--- src/rtl/gpio_pkg.sv ---
// Shared definitions for the GPIO controller: register offsets, bus FSM states
// and a byte-strobe expansion helper.
package gpio_pkg;

  localparam logic [7:0] OFF_OUT    = 8'h00;
  localparam logic [7:0] OFF_OE     = 8'h04;
  localparam logic [7:0] OFF_IN     = 8'h08;
  localparam logic [7:0] OFF_STATUS = 8'h0C;
  localparam logic [7:0] OFF_MASK   = 8'h10;
  localparam logic [7:0] OFF_EDGE   = 8'h14;

  typedef enum logic {
    ST_IDLE,
    ST_RESP
  } bus_state_t;

  function automatic logic [31:0] strb_mask(input logic [3:0] strb);
    logic [31:0] m;
    m = '0;
    for (int unsigned i = 0; i < 4; i++) begin
      m[8*i +: 8] = {8{strb[i]}};
    end
    return m;
  endfunction

endpackage

--- src/rtl/gpio_sync.sv ---
// Two-flop synchronizer for asynchronous pad inputs.
module gpio_sync #(
  parameter int unsigned WIDTH = 16
) (
  input  logic             clk,
  input  logic             reset,
  input  logic [WIDTH-1:0] i_d,
  output logic [WIDTH-1:0] o_q
);

  logic [WIDTH-1:0] r_s1;
  logic [WIDTH-1:0] r_s2;

  always_ff @(posedge clk or posedge reset) begin
    if (reset) begin
      r_s1 <= '0;
      r_s2 <= '0;
    end else begin
      r_s1 <= i_d;
      r_s2 <= r_s1;
    end
  end

  assign o_q = r_s2;

endmodule

--- src/rtl/gpio_ctrl.sv ---
// Memory-mapped GPIO block with a single-cycle-response bus interface.
// Define GPIO_IRQ_EN to build in STATUS/MASK/EDGE, edge detection and irq.
module gpio_ctrl
  import gpio_pkg::*;
#(
  parameter int unsigned GPIO_W = 16
) (
  input  logic              clk,
  input  logic              reset,
  input  logic              iomem_valid,
  output logic              iomem_ready,
  input  logic [3:0]        iomem_wstrb,
  input  logic [7:0]        iomem_addr,
  input  logic [31:0]       iomem_wdata,
  output logic [31:0]       iomem_rdata,
  input  logic [GPIO_W-1:0] gpio_in,
  output logic [GPIO_W-1:0] gpio_out,
  output logic [GPIO_W-1:0] gpio_oeb,
  output logic              irq
);

  bus_state_t r_state;
  bus_state_t w_state_nxt;
  logic       w_accept;
  logic       r_ready;
  logic [31:0] r_rdata;
  logic [31:0] w_rd_val;

  logic [GPIO_W-1:0] r_out;
  logic [GPIO_W-1:0] r_oe;
  logic [GPIO_W-1:0] w_in;

  logic [5:0]        w_word;
  logic              w_wr;
  logic [31:0]       w_bmask32;
  logic [GPIO_W-1:0] w_wmask;
  logic [GPIO_W-1:0] w_wdata;
  logic              w_unused;

  assign w_word    = iomem_addr[7:2];
  assign w_wr      = (r_state == ST_RESP) && (iomem_wstrb != 4'h0);
  assign w_bmask32 = strb_mask(iomem_wstrb);
  assign w_wmask   = w_bmask32[GPIO_W-1:0];
  assign w_wdata   = iomem_wdata[GPIO_W-1:0];
  assign w_unused  = ^{iomem_addr[1:0], iomem_wdata, w_bmask32};

  gpio_sync #(
    .WIDTH(GPIO_W)
  ) u_sync (
    .clk   (clk),
    .reset (reset),
    .i_d   (gpio_in),
    .o_q   (w_in)
  );

  always_comb begin
    w_state_nxt = r_state;
    w_accept    = 1'b0;
    unique case (r_state)
      ST_IDLE: begin
        if (iomem_valid) begin
          w_state_nxt = ST_RESP;
          w_accept    = 1'b1;
        end
      end
      ST_RESP: w_state_nxt = ST_IDLE;
      default: w_state_nxt = ST_IDLE;
    endcase
  end

  // Read data is captured at acceptance and shown only during the ready cycle.
  always_ff @(posedge clk or posedge reset) begin
    if (reset) begin
      r_state <= ST_IDLE;
      r_ready <= 1'b0;
      r_rdata <= '0;
    end else begin
      r_state <= w_state_nxt;
      r_ready <= w_accept;
      r_rdata <= (w_accept && (iomem_wstrb == 4'h0)) ? w_rd_val : '0;
    end
  end

  assign iomem_ready = r_ready;
  assign iomem_rdata = r_rdata;

  always_ff @(posedge clk or posedge reset) begin
    if (reset) begin
      r_out <= '0;
      r_oe  <= '0;
    end else if (w_wr) begin
      if (w_word == OFF_OUT[7:2]) r_out <= (r_out & ~w_wmask) | (w_wdata & w_wmask);
      if (w_word == OFF_OE[7:2])  r_oe  <= (r_oe  & ~w_wmask) | (w_wdata & w_wmask);
    end
  end

  assign gpio_out = r_out;
  assign gpio_oeb = ~r_oe;

`ifdef GPIO_IRQ_EN
  logic [GPIO_W-1:0] r_status;
  logic [GPIO_W-1:0] r_mask;
  logic [GPIO_W-1:0] r_edge;
  logic [GPIO_W-1:0] r_hist;
  logic [1:0]        r_arm;
  logic              r_irq;
  logic [GPIO_W-1:0] w_edge_hit;
  logic [GPIO_W-1:0] w_clr;

  // Detection waits until both the sync stage and history hold real pad data.
  assign w_edge_hit = (r_arm == 2'd3) ? ((w_in ^ r_hist) & ~(w_in ^ r_edge)) : '0;
  assign w_clr      = (w_wr && (w_word == OFF_STATUS[7:2])) ? (w_wdata & w_wmask) : '0;

  always_ff @(posedge clk or posedge reset) begin
    if (reset) begin
      r_status <= '0;
      r_mask   <= '0;
      r_edge   <= '0;
      r_hist   <= '0;
      r_arm    <= '0;
      r_irq    <= 1'b0;
    end else begin
      r_hist   <= w_in;
      if (r_arm != 2'd3) r_arm <= r_arm + 2'd1;
      r_status <= (r_status & ~w_clr) | w_edge_hit;
      r_irq    <= |(r_status & r_mask);
      if (w_wr && (w_word == OFF_MASK[7:2])) r_mask <= (r_mask & ~w_wmask) | (w_wdata & w_wmask);
      if (w_wr && (w_word == OFF_EDGE[7:2])) r_edge <= (r_edge & ~w_wmask) | (w_wdata & w_wmask);
    end
  end

  assign irq = r_irq;
`else
  assign irq = 1'b0;
`endif

  always_comb begin
    w_rd_val = '0;
    case (w_word)
      OFF_OUT[7:2]:    w_rd_val = 32'(r_out);
      OFF_OE[7:2]:     w_rd_val = 32'(r_oe);
      OFF_IN[7:2]:     w_rd_val = 32'(w_in);
`ifdef GPIO_IRQ_EN
      OFF_STATUS[7:2]: w_rd_val = 32'(r_status);
      OFF_MASK[7:2]:   w_rd_val = 32'(r_mask);
      OFF_EDGE[7:2]:   w_rd_val = 32'(r_edge);
`endif
      default:         w_rd_val = '0;
    endcase
  end

endmodule

--- config.mk ---
export PLATFORM = sky130hd
export DESIGN_NAME = gpio_ctrl
export DESIGN_NICKNAME = d
export VERILOG_FILES = /design/src/rtl/gpio_pkg.sv /design/src/rtl/gpio_sync.sv /design/src/rtl/gpio_ctrl.sv
export SDC_FILE = /design/constraint.sdc
export NUM_CORES = 1
export LEC_CHECK = 0
export CAP_MARGIN = 10
export CORE_MARGIN = 2
export CORE_UTILIZATION = 46
export CTS_CLUSTER_SIZE = 25
export DETAILED_ROUTE_END_ITERATION = 8
export GPL_TIMING_DRIVEN = 0
export PLACE_DENSITY = 0.95
export SYNTH_ARGS = -nofsm -noshare
export SYNTH_HDL_FRONTEND = slang
export SYNTH_SLANG_ARGS = --single-unit
--- constraint.sdc ---
create_clock -name clk -period 7.02 [get_ports clk]
set_clock_uncertainty 0.1 [all_clocks]
set_input_delay 1.404 -clock clk [delete_from_list [all_inputs] [get_ports clk]]
set_output_delay 1.404 -clock clk [all_outputs]
set_load 0.03 [all_outputs]
==> results.md <==
* Status: finished clean
* Internal power at 0.765 mW
* Post-CTS resize count at 0
* CP Class: in -> reg
* Power Density at roughly 230 nW/um^2
* Clock Tree Buf Depth at 2
* Final nets at 399
* Worst Hold Launch: u_sync.r_s1[4]$_DFF_PP0_
* Worst setup SP type: input pin
* Top cells by area, synth: dfrtp_1 (65%), mux2_2 (12%), mux2i_1 (5.2%)
* Sequential share of the synthesized area at 65.5%
* H-tree depth at 3
* CTS tree: built
* Logic gate share of total power at 14.3%
* Pre-antenna DRT Iters at 4
* Max-cap viol count at 0
* # rows at 29
* Slowest CP cell: clkbuf_1
* Synth cell types at 17
* Register bit total from synthesis at 81
* Routed Antenna Nets at 0
* Worst r2r src: iomem_ready$_DFF_PP0_
* Area Growth Syn to Fin at 42.8%
* Number of diodes at 0
* DRT iter0 DRCs at 63
* Critical Path End Type: flop
* Grt total ovfl at 0
* Pin count of the biggest net entering global routing at about 80
* Core area at roughly 6400 sq um
* I/O pins at around 130
* Clock power frac at a little over a third
* Cells after Synth at ~220
* Clock root buffer: clkbuf_8
* Worst hold endpoint: u_sync.o_q[4]$_DFF_PP0_
* CP Buf/Inv Count at 3
* Hold Path Depth at 0
* Die ar. at 7400 sq um
* Worst vdd ir at roughly 0.17 mV
* First-pass GRT wire length at between 10 and 15 mm
* Dominant cell type by area after synthesis: dfrtp_1
* Worst reg-to-reg path cell count at 4
* Arr. time, crit path at roughly 3.2 ns
* Worst slew pin tran at ~0.6 ns
* Clk_lat worst skew at between 0.3 and 0.4 ns
* Starting Density at between 40% and 50%
* Post-synthesis cell area at roughly 3100 sq um
* Yosys warning count at 0
* Max Slew Vio Count at 0
* CTS buffer count at 9
* Initial antenna violation count at 0
* Clk slew on worst S/H paths at roughly 0.08 ns
* Final setup violation count at 0
* Die Span Y at around 86 microns
* RSZ-0062 raised after global routing: no
* Final wirelength at 6.76 mm
* Fin Hold WS at ~0.25 ns
* RD Place Congestion at 0.791
* Port buffer count at about 90
* GRT Overall Usage at a little under a fifth
* Synth Flop Type: dfrtp_1
* Vias in the first global route at ~2.1k
* Setup Buffers After CTS at 0
* Max Clk Rate at around 330 MHz
* Crit path cell chain: clkdlybuf4s50_1 -> clkbuf_1 -> clkbuf_1 -> a2bb2oi_1 -> nor2_1
* Hpwl dp at around 4.8 mm
* Clk sink count at between 80 and 90
* CP peak stage delay at between 0.5 and 0.6 ns
* Switching share of power at 24.2%
* WL per Instance at roughly 16 microns
* Number of synthesized flops with an enable pin at 0
* CP delay by family, top: buffers and inverters
* Worst path required time at about 7.1 ns
* Register share of total power at a little under 50%
* Tightest Hold Check Type: reg -> reg
* Yosys top cell area share at between 60 and 70%
* Via count at approximately 2k
* Relative slew slack at 60.1%
* Layout cell share with drive strength beyond 1 at approximately 22%
* Sw Pwr at ~0.24 mW
* Setup TNS at 0 ns
* Minimum clock period after layout at between 3 and 4 ns
* Avg Cell Area, Syn at between 10 and 15 sq um
* DRC at 0
* Post-DR vias/cell at ~4.9
* Hold-fix buffers, CTS at 0
* Worst R2R Setup Slack at 5.35 ns
* Period Utilization, post-route at 43.5%
* Final hold violation count at 0
* Asr flop ratio synth at 100%
* Worst-path fanout max at 10
* Leakage at just over 2 nW
* Post-synth top cells: dfrtp_1 (81), mux2_2 (32), buf_4 (20)
* CP most frequent cell: clkbuf_1
* Die W at about 86 microns
* Top-count cell post-synth: dfrtp_1
## power groups by stage
| stage | clock network (mW) | registers (mW) | logic, mW |
|---|---|---|---|
| final | 0.366 | 0.499 | 0.144 |
| after CTS | 0.372 | 0.499 | 0.145 |
| after detailed placement | 0 | 0.508 | 0.145 |
| after global routing | 0.396 | 0.501 | 0.153 |
| after floorplan | 0 | 0.517 | 0.0701 |
| after global placement | 0 | 0.507 | 0.139 |
## cells by family (layout without fill, tap and decap cells)
group           count (synthesis)  in the layout  synth area share, %
compound gates                 16             16                 4.53
buf+inv                        43            151                 7.76
flops                          81             81                 65.5
mux                            48             48                 16.8
other cells                     1             17                0.121
simple gates                   27             27                 5.30
## per-stage QoR
stage                     area (sq um)  worst slack [ns]  instances  total power [mW]  util, %
after floorplan                   3160              3.44        232             0.588        -
after global placement            4170              2.30        401             0.646     65.0
after detailed placement          4200              3.60        402             0.653     65.4
after CTS                         4420              3.96        417              1.02     68.8
after global routing              4420              3.84        417              1.05     68.8
final                             4420              3.96        417              1.01     68.8
## how the worst max path moves through the flow
stage,from,end,slack [ns],depth (start not counted)
2_1_floorplan,reset,asynchronous set/reset pin,3.44,1
3_3_place_gp,reset,asynchronous set/reset pin,2.30,2
3_5_place_dp,iomem_addr[2],iomem_rdata[4]$_DFF_PP0_,3.60,5
4_1_cts,iomem_addr[2],iomem_rdata[4]$_DFF_PP0_,3.96,5
5_1_grt,iomem_addr[2],iomem_rdata[4]$_DFF_PP0_,3.84,5
6_report,iomem_addr[2],iomem_rdata[4]$_DFF_PP0_,3.96,5
## layout by cell type, fill, tap and decap left out
cell type | Yosys | final
nor2_1 | 16 | 16
nor2b_1 | 3 | 3
mux2i_1 | 16 | 16
and4_1 | 2 | 2
clkdlybuf4s50_1 | 0 | 92
clkinv_2 | 0 | 1
bufinv_16 | 0 | 2
clkbuf_8 | 0 | 10
nor4_1 | 1 | 1
mux2_2 | 32 | 32
a2bb2oi_1 | 16 | 16
buf_2 | 3 | 3
nor4_4 | 1 | 1
dfrtp_1 | 81 | 81
inv_1 | 17 | 16
nand2_1 | 1 | 1
inv_4 | 0 | 1
buf_4 | 20 | 20
buf_16 | 0 | 1
clkbuf_1 | 3 | 3
clkinvlp_4 | 0 | 2
nand4b_2 | 2 | 2
nand4_1 | 1 | 1
conb_1 | 1 | 17
## per-layer routing
layer / vias up / part of all wire (%) / wire, microns / track usage [%]
met1: 1007 / 41 / 2780 / 23.3
met3: 12 / 7.1 / 478 / 6.06
li1: 929 / - / - / -
met2: 83 / 50 / 3410 / 31.9
met5: - / 0 / 0 / 0
met4: 0 / 1.4 / 94 / 7.79
## final cells by class
type                            instances  area (sq um)
Sequential cell                        81          2030
Clock inverter                          5          80.1
Clock buffer                           10           138
Fill cell                             464          2000
Tap cell                               77          96.3
Multi-Input combinational cell        108           888
Timing Repair Buffer                   93           948
Buffer                                 26           176
Inverter                               17          66.3
(Power assumes the default switching activity.)
